## src/rtl/branch_target_predictor_if.sv

```systemverilog
`default_nettype none
// ---------------------------------------------------------------------------
// branch_target_predictor_if : fetch lookup, MEM-stage resolve and flush
// request bundle shared by the pipeline and the branch predictor.
// Revision 1.0
// ---------------------------------------------------------------------------
interface branch_target_predictor_if;
  logic        stall;
  logic [15:0] fetch_pc;
  logic        predict_taken;
  logic [15:0] predict_target;
  logic        resolve_valid;
  logic [15:0] resolve_pc;
  logic        resolve_taken;
  logic [15:0] resolve_target;
  logic        resolve_pred_taken;
  logic [15:0] resolve_pred_target;
  logic        mispredict;
  logic [15:0] correct_pc;
  logic [15:0] branch_count;
  logic [15:0] mispredict_count;

  modport master (
    output stall, fetch_pc,
    output resolve_valid, resolve_pc, resolve_taken, resolve_target,
    output resolve_pred_taken, resolve_pred_target,
    input  predict_taken, predict_target, mispredict, correct_pc,
    input  branch_count, mispredict_count
  );

  modport slave (
    input  stall, fetch_pc,
    input  resolve_valid, resolve_pc, resolve_taken, resolve_target,
    input  resolve_pred_taken, resolve_pred_target,
    output predict_taken, predict_target, mispredict, correct_pc,
    output branch_count, mispredict_count
  );
endinterface
`default_nettype wire

```

## src/rtl/branch_target_predictor.sv

```systemverilog
`default_nettype none
// ---------------------------------------------------------------------------
// branch_target_predictor : direct-mapped BTB with 2-bit counters; predicts
// fetch next-PC and flags MEM-stage mispredicts.  Revision 1.0
// ---------------------------------------------------------------------------
module branch_target_predictor #(
  parameter int         INDEX_BITS = 4,
  parameter logic [1:0] CTR_INIT   = 2'b01
) (
  input  wire logic                 clk,
  input  wire logic                 reset,
  branch_target_predictor_if.slave  bp
);

  localparam int NUM_ENTRIES = 1 << INDEX_BITS;
  localparam int TAG_BITS    = 15 - INDEX_BITS;

  logic [NUM_ENTRIES-1:0]               entry_valid;
  logic [NUM_ENTRIES-1:0][TAG_BITS-1:0] entry_tag;
  logic [NUM_ENTRIES-1:0][15:0]         entry_target;
  logic [NUM_ENTRIES-1:0][1:0]          entry_ctr;

  logic [INDEX_BITS-1:0] fetch_idx;
  logic [TAG_BITS-1:0]   fetch_tag;
  logic                  fetch_hit;
  logic [INDEX_BITS-1:0] res_idx;
  logic [TAG_BITS-1:0]   res_tag;
  logic                  res_hit;
  logic                  update_en;
  logic                  target_wrong;

  logic [15:0] branch_count_q, branch_count_d;
  logic [15:0] mispredict_count_q, mispredict_count_d;

  assign fetch_idx = bp.fetch_pc[INDEX_BITS:1];
  assign fetch_tag = bp.fetch_pc[15:INDEX_BITS+1];
  assign res_idx   = bp.resolve_pc[INDEX_BITS:1];
  assign res_tag   = bp.resolve_pc[15:INDEX_BITS+1];
  assign update_en = bp.resolve_valid && !bp.stall;

  // Lookup reads the registered table, so a same-cycle update is not bypassed.
  assign fetch_hit = entry_valid[fetch_idx] && (entry_tag[fetch_idx] == fetch_tag);
  assign res_hit   = entry_valid[res_idx] && (entry_tag[res_idx] == res_tag);

  assign bp.predict_taken  = fetch_hit && entry_ctr[fetch_idx][1];
  assign bp.predict_target = bp.predict_taken ? entry_target[fetch_idx]
                                              : bp.fetch_pc + 16'd2;

  assign target_wrong  = bp.resolve_taken && (bp.resolve_target != bp.resolve_pred_target);
  assign bp.mispredict = update_en &&
                         ((bp.resolve_taken != bp.resolve_pred_taken) || target_wrong);
  assign bp.correct_pc = bp.resolve_taken ? bp.resolve_target : bp.resolve_pc + 16'd2;

  generate
    for (genvar i = 0; i < NUM_ENTRIES; i++) begin : g_entry
      logic                valid_q,  valid_d;
      logic [TAG_BITS-1:0] tag_q,    tag_d;
      logic [15:0]         target_q, target_d;
      logic [1:0]          ctr_q,    ctr_d;
      logic                sel;

      assign sel = update_en && (res_idx == INDEX_BITS'(i));

      always_comb begin
        valid_d  = valid_q;
        tag_d    = tag_q;
        target_d = target_q;
        ctr_d    = ctr_q;
        if (sel) begin
          if (res_hit) begin
            if (bp.resolve_taken) begin
              ctr_d    = (ctr_q == 2'b11) ? 2'b11 : ctr_q + 2'b01;
              target_d = bp.resolve_target;
            end else begin
              ctr_d    = (ctr_q == 2'b00) ? 2'b00 : ctr_q - 2'b01;
            end
          end else if (bp.resolve_taken) begin
            // Direct-mapped: a taken miss evicts whatever lives at this index.
            valid_d  = 1'b1;
            tag_d    = res_tag;
            target_d = bp.resolve_target;
            ctr_d    = 2'b10;
          end
        end
      end

      always_ff @(posedge clk) begin
        if (reset) begin
          valid_q  <= 1'b0;
          tag_q    <= '0;
          target_q <= '0;
          ctr_q    <= CTR_INIT;
        end else begin
          valid_q  <= valid_d;
          tag_q    <= tag_d;
          target_q <= target_d;
          ctr_q    <= ctr_d;
        end
      end

      assign entry_valid[i]  = valid_q;
      assign entry_tag[i]    = tag_q;
      assign entry_target[i] = target_q;
      assign entry_ctr[i]    = ctr_q;
    end
  endgenerate

  always_comb begin
    branch_count_d     = branch_count_q;
    mispredict_count_d = mispredict_count_q;
    if (update_en) begin
      if (branch_count_q != 16'hFFFF) begin
        branch_count_d = branch_count_q + 16'd1;
      end
      if (bp.mispredict && (mispredict_count_q != 16'hFFFF)) begin
        mispredict_count_d = mispredict_count_q + 16'd1;
      end
    end
  end

  always_ff @(posedge clk) begin
    if (reset) begin
      branch_count_q     <= '0;
      mispredict_count_q <= '0;
    end else begin
      branch_count_q     <= branch_count_d;
      mispredict_count_q <= mispredict_count_d;
    end
  end

  assign bp.branch_count     = branch_count_q;
  assign bp.mispredict_count = mispredict_count_q;

endmodule
`default_nettype wire
```

## src/flat_wrapper.sv

```systemverilog
// flat-port wrapper written by rule: the top's interface ports become plain ports
module branch_target_predictor_flat 
#(
  parameter int         INDEX_BITS = 4,
  parameter logic [1:0] CTR_INIT   = 2'b01
)
  (clk, reset, bp_stall, bp_fetch_pc, bp_resolve_valid, bp_resolve_pc, bp_resolve_taken, bp_resolve_target, bp_resolve_pred_taken, bp_resolve_pred_target, bp_predict_taken, bp_predict_target, bp_mispredict, bp_correct_pc, bp_branch_count, bp_mispredict_count);
  branch_target_predictor_if bp_i ();
  input  wire logic clk;
  input  wire logic reset;
  input wire logic [$bits(bp_i.stall)-1:0] bp_stall;
  input wire logic [$bits(bp_i.fetch_pc)-1:0] bp_fetch_pc;
  input wire logic [$bits(bp_i.resolve_valid)-1:0] bp_resolve_valid;
  input wire logic [$bits(bp_i.resolve_pc)-1:0] bp_resolve_pc;
  input wire logic [$bits(bp_i.resolve_taken)-1:0] bp_resolve_taken;
  input wire logic [$bits(bp_i.resolve_target)-1:0] bp_resolve_target;
  input wire logic [$bits(bp_i.resolve_pred_taken)-1:0] bp_resolve_pred_taken;
  input wire logic [$bits(bp_i.resolve_pred_target)-1:0] bp_resolve_pred_target;
  output wire logic [$bits(bp_i.predict_taken)-1:0] bp_predict_taken;
  output wire logic [$bits(bp_i.predict_target)-1:0] bp_predict_target;
  output wire logic [$bits(bp_i.mispredict)-1:0] bp_mispredict;
  output wire logic [$bits(bp_i.correct_pc)-1:0] bp_correct_pc;
  output wire logic [$bits(bp_i.branch_count)-1:0] bp_branch_count;
  output wire logic [$bits(bp_i.mispredict_count)-1:0] bp_mispredict_count;
  assign bp_i.stall = bp_stall;
  assign bp_i.fetch_pc = bp_fetch_pc;
  assign bp_i.resolve_valid = bp_resolve_valid;
  assign bp_i.resolve_pc = bp_resolve_pc;
  assign bp_i.resolve_taken = bp_resolve_taken;
  assign bp_i.resolve_target = bp_resolve_target;
  assign bp_i.resolve_pred_taken = bp_resolve_pred_taken;
  assign bp_i.resolve_pred_target = bp_resolve_pred_target;
  assign bp_predict_taken = bp_i.predict_taken;
  assign bp_predict_target = bp_i.predict_target;
  assign bp_mispredict = bp_i.mispredict;
  assign bp_correct_pc = bp_i.correct_pc;
  assign bp_branch_count = bp_i.branch_count;
  assign bp_mispredict_count = bp_i.mispredict_count;
  branch_target_predictor #(.INDEX_BITS(INDEX_BITS), .CTR_INIT(CTR_INIT)) u_core (.clk(clk), .reset(reset), .bp(bp_i));
endmodule
```

## config.mk

```make
export PLATFORM = sky130hd
export DESIGN_NAME = branch_target_predictor_flat
export DESIGN_NICKNAME = d
export VERILOG_FILES = /design/src/rtl/branch_target_predictor_if.sv /design/src/rtl/branch_target_predictor.sv /design/src/flat_wrapper.sv
export SDC_FILE = /design/constraint.sdc
export NUM_CORES = 1
export LEC_CHECK = 0
export CORE_UTILIZATION = 30
export DETAILED_ROUTE_END_ITERATION = 7
export GPL_TIMING_DRIVEN = 0
export SYNTH_ARGS = -nofsm -noshare
export SYNTH_HDL_FRONTEND = slang
export SYNTH_SLANG_ARGS = --single-unit
```

## constraint.sdc

```tcl
create_clock -name clk -period 3.75 [get_ports clk]
set_input_delay 0.375 -clock clk [delete_from_list [all_inputs] [get_ports clk]]
set_output_delay 0.375 -clock clk [all_outputs]
set_load 0.02 [all_outputs]
```

# == Word level (Yosys, flattened, before mapping) ==
# Index checks and enable logic that the tools add are counted.
# op_classes
n_lt_le_gt_ge,2
n_mux,79
n_bitwise,1
reduce_logical,93
n_addsub,36
n_eq_ne,37
# op_table
cell,n
two-way mux 2 bit,66
binary-select mux 11 bit (select 4 bit),2
AND reduction 2 bit,34
binary-select mux 16 bit (select 4 bit),1
two-way mux 16 bit,3
AND reduction 3 bit,16
adder 16 x 1 -> 16 bit (second input constant),2
adder 16 x 2 -> 16 bit (second input constant),2
adder 2 x 1 -> 2 bit (second input constant),16
== test 2 bit (second input constant),16
== test 4 bit (second input constant),8
zero test 2 bit,16
inequality test 16 bit (second input constant),2
subtractor 2 x 1 -> 2 bit (second input constant),16
logical AND 1 bit,23
== test 11 bit,2
two-way mux 11 bit,2
== test 4 x 3 -> 1 bit (second input constant),4
inequality test 16 bit,1
< comparator 4 x 5 -> 1 bit (second input constant),2
binary-select mux 1 bit (select 4 bit),2
binary-select mux 2 bit (select 4 bit),1
== test 4 x 2 -> 1 bit (second input constant),2
== test 4 x 1 -> 1 bit (second input constant),1
7 further kinds,8
# word_totals
wordCells,314
inputBits,70
regBits,512
output_inout_bits,66

# == Logic depth before layout (Yosys ltp) ==
# logic_depth
depth_word,6
mapped_depth,16
ltp_nobuf,9

# == Worst setup path after synthesis ==
# No wires, ideal clock.
# synth_path
path_type,input to output
from,input port bp_fetch_pc[1]
to,output port bp_predict_target[1]
arrival_ns,3.386
slack_ns,-0.011
t_required_ns,3.375
n_path_buf,4
stages,10
cell_sequence,buf_6 -> buf_2 -> buf_2 -> mux4_2 -> mux2_2 -> a221oi_1 -> a31oi_1 -> nor4b_4 -> buf_6 -> mux2i_1
# synth_via
elab_chain_cells,6
elab_cells_between_ends,13
cone_classes,add/sub (1); eq/ne (1); mux (9); reduce/logical (2)
# synth_lines
item,line_no,text
"start, declared",flat_wrapper.sv:12,input wire logic [$bits(bp_i.fetch_pc)-1:0] bp_fetch_pc;
binary-select mux 11 bit (select 4 bit),branch_target_predictor.sv:42,assign fetch_hit = entry_valid[fetch_idx] && (entry_tag[fetch_idx] == fetch_tag);
two-way mux 11 bit (implied by the code),branch_target_predictor.sv:42,
== test 11 bit,branch_target_predictor.sv:42,
logical AND 1 bit,branch_target_predictor.sv:42,
logical AND 1 bit,branch_target_predictor.sv:45,assign bp.predict_taken = fetch_hit && entry_ctr[fetch_idx][1];
two-way mux 16 bit *,branch_target_predictor.sv:46,assign bp.predict_target = bp.predict_taken ? entry_target[fetch_idx]
"end, declared",flat_wrapper.sv:20,output wire logic [$bits(bp_i.predict_target)-1:0] bp_predict_target;
# Mark *: on every way between the ends. The rest lies on a longest branch, timed or not. The select of a mux whose other input is x is not followed.

# == Final worst setup path ==
# layout_path
from,register u_core.g_entry[7].tag_q[5]
to,output port bp_predict_target[3]
# layout_via
elab_chain_cells,6
# layout_lines
item,line_no,text
"start, declared",branch_target_predictor.sv:57,"logic [TAG_BITS-1:0] tag_q, tag_d;"
"start signal, assigned",branch_target_predictor.sv:95,tag_q <= tag_d;
binary-select mux 11 bit (select 4 bit),branch_target_predictor.sv:42,
two-way mux 11 bit (implied by the code),branch_target_predictor.sv:42,
== test 11 bit,branch_target_predictor.sv:42,
logical AND 1 bit,branch_target_predictor.sv:42,
logical AND 1 bit,branch_target_predictor.sv:45,
two-way mux 16 bit,branch_target_predictor.sv:46,
# Every way passes these cells. The select of a mux whose other input is x is not followed.

==> results.md <==
- Status: finished, violations left
- Failing checks: capacitance limit, slew limit, setup timing
- CTS Buf Count: 66
- Arrival @ worst endpoint: 3.84 ns
- Clk root buf: clkbuf_16
- Boundary pin count: approximately 140
- Min Hold Slack: 0.181 ns
- Final period util: 112%
- Relative slew slack: -8.94%
- Final net count: about 3800
- RSZ-0062 raised after global routing: yes
- Worst Path Buf+Inv: 3
- Clock Latency Late Sink: 0.66 ns
- Met3 GRT Util: 6.84%
- Post-Syn Nets: approximately 3600
- Pleak: ~11 nW
- Max clock buf depth: 3
- Clock slew at reported path FFs: around 0.06 ns
- Most numerous cell in the Yosys netlist: nand2_1
- Remaining antenna violation count: 0
- Initial Util: between 30 and 40%
- Global-route wire length before repair: a little over 200000 um
- Power per standard cell area: a little under 400 mW/mm2
- P&R area growth vs syn: 18.2%
- Core Footprint: slightly below 0.1 mm2
- Largest net degree at the start of global routing: 20
- Vias in the first global route: between 20000 and 30000
- Routability cong.: roughly 1.0
- Layout cells sized above 1: between 10% and 20%
- Input/output buffers: approximately 110
- Total Wirelength: 141000 um
- Slowest cell on crit path: mux4_2
- Crit-path leading delay family: multiplexers
- Placed insts: roughly 4900
- Cell Area, Synth: roughly 0.03 mm2
- Area contributors post-synth: dfxtp_1 34%, mux4_2 11%, nand2_1 7.6%, a32oi_1 5.1%, o311ai_0 4.7%
- VDD IR-drop max: just under 0.3 mV
- EDFF count, synth: 0
- Global Route Usage Sum: between 20% and 30%
- Initial DRT Pass Iterations: 6
- TritonCTS clock tree: done
- Worst Setup Start Kind: register
- Met2 usage in global routing: ~39%
- Minimum clock period: approximately 4.2 ns
- Die Y: ~320 um
- Vias: between 30000 and 40000
- WP data required: 3.38 ns
- Post-DP HPWL: a little over 100000 um
- Largest area contributor in the netlist: dfxtp_1
- Max Fclk: roughly 0.24 GHz
- DR DRC count: 0
- CP Cell Sequence: mux4_2, mux4_2, xnor2_2, nand4_1, nor4b_2, nor4b_4, buf_6, buf_6, mux2_4, buf_6
- Critical-path maximum fanout: 5
- H-Tree Depth: 3
- Fin. Hold Viols: 0
- Top FF cell, synth: dfxtp_1
- Fin cells: 5059
- Vias per cell: 6.16
- Top Usage Layer GRT: met2
- Slew Viols, Final: 11
- Fin util: a little over a third
- Max_cap viols: 1
- Core Rows: between 100 and 150
- Register area share after synthesis: between 30% and 40%
- Clk sinks: just over 500
- Synth top area share: 34.2%
- Hold_buf cts: 0
- Grt met1 use: between 30% and 40%
- Die ar.: ~0.10 mm2
- Max incr delay on CP: 0.61 ns
- Synthesized instance count: roughly 3500
- #FFs+latches synth: ~510
- Slew @ Worst Pin: around 1.6 ns
- FFs w/ async S/R, synth: 0%
- Fin worst setup slack: -0.464 ns
- Clock skew: ~0.041 ns
- Setup violators final: 17
- Worst hold path type: input port to register
- Initial DRC Count: between 4000 and 5000
- CP endpoint kind: output pin
- Global route total overflow: 0
- Die Wd: roughly 320 um
- Synth top cells by count: 606 x nand2_1, 512 x dfxtp_1, 352 x clkbuf_1
- Synth Area per Inst: 8.47 um2
- Post-synth cell types: 66
- Drt wl/cell: between 20 and 30 um
- Most frequent CP cell: buf_6
- Synth warn: 0
- Crit path kind: register to output pin
- Antenna violations before repair: 9
-- final cells by class --
type	count	area (um2)
Sequential cell	512	10300
Tap cell	1287	1610
Fill cell	10028	63200
Clock buffer	90	1840
Multi-Input combinational cell	2557	17900
Timing Repair Buffer	120	1210
Antenna cell	5	12.5
Clock inverter	26	374
Inverter	18	67.6
Buffer	444	2100
-- timing repair --
item,4_1_cts,5_1_grt
setup endpoints to repair,277,241
resized for setup,262,52
gates cloned,1,0
setup buffers,6,1
pin swaps,8,1
-- cells in the final DEF, fill, tap and decap left out, types with 31 or more instances in the layout --
master | Yosys | layout
a32oi_1 | 176 | 176
nand3_1 | 221 | 221
o311ai_0 | 162 | 162
dfxtp_1 | 512 | 499
nand2_1 | 606 | 606
clkbuf_16 | 0 | 66
mux4_2 | 152 | 152
a21oi_1 | 275 | 274
buf_4 | 10 | 31
xnor2_1 | 64 | 59
buf_2 | 44 | 38
nor2_1 | 313 | 312
clkbuf_1 | 352 | 331
o21ai_0 | 63 | 50
xor2_1 | 33 | 33
nor3b_1 | 176 | 176
clkdlybuf4s50_1 | 0 | 80
-- per-stage QoR --
step                setup TNS, ns  setup WS (ns)  power, mW  area [um2]
floorplan                       0        0.00515       6.42       29900
global placement          -406.46          -2.47       7.10       32700
detailed placement        -423.02          -2.50       7.10       32700
CTS                         -6.33         -0.428       13.7       35300
global route                -7.80         -0.515       14.1       35400
finish                      -6.94         -0.464       13.8       35400
-- report_power, final --
part | switching [mW] | total [mW] | leakage [nW] | internal (mW)
Clock | 2.76 | 6.66 | 1.08 | 3.90
Combinational | 1.15 | 1.58 | 5.53 | 0.437
Sequential | 0.0384 | 5.51 | 4.13 | 5.47
Total | 3.94 | 13.8 | 10.7 | 9.81
-- kinds of logic (layout without fill, tap and decap cells) --
| kind of cell | Yosys count | count (layout) | share of synthesized area (%) |
|---|---|---|---|
| other | 0 | 5 | 0 |
| and+or+nand+nor | 1425 | 1425 | 22.1 |
| adders and majority gates | 7 | 7 | 0.293 |
| xor gates and xnor gates | 97 | 97 | 2.84 |
| AOI/OAI and AO/OA | 795 | 795 | 18.8 |
| DFF | 512 | 512 | 34.2 |
| muxes | 233 | 233 | 15.0 |
| buffers and inverters | 464 | 698 | 6.73 |
-- final timing paths --
path / from / end / slack, ns / cells after the start
setup reg to reg: u_core.g_entry[7].tag_q[5] / u_core.g_entry[5].tag_q[5] / 0.10 / 12
hold / removal: bp_resolve_target[14] / u_core.g_entry[1].target_q[14] / 0.18 / 3
hold reg to reg: u_core.g_entry[9].target_q[11] / u_core.g_entry[9].target_q[11] / 0.45 / 2
setup / recovery: u_core.g_entry[7].tag_q[5] / bp_predict_target[3] / -0.46 / 10
-- sequential cells by signal (all words and copies together), names as in the netlist --
| signal | count |
|---|---|
| u_core.g_entry.target_q | 256 |
| u_core.g_entry.ctr_q | 32 |
| u_core.g_entry.valid_q | 16 |
| u_core.bp.branch_count | 16 |
| u_core.bp.mispredict_count | 16 |
| u_core.g_entry.tag_q | 176 |
-- worst min-delay path, delay by kind of cell --
family,cells,cell delay [ns]
compound gates,1,0.06
buf+inv,1,0.22
simple gates,1,0.12
-- per-layer routing --
| metal | share of wire, % | vias up | routed length [um] |
|---|---|---|---|
| met5 | 0.024 | - | 34 |
| met4 | 6.2 | 4 | 8770 |
| met3 | 12 | 447 | 16600 |
| met2 | 41 | 2091 | 58100 |
| met1 | 41 | 15178 | 57100 |
| li1 | - | 13454 | - |
Note: power is estimated with default switching activity, not from simulation.
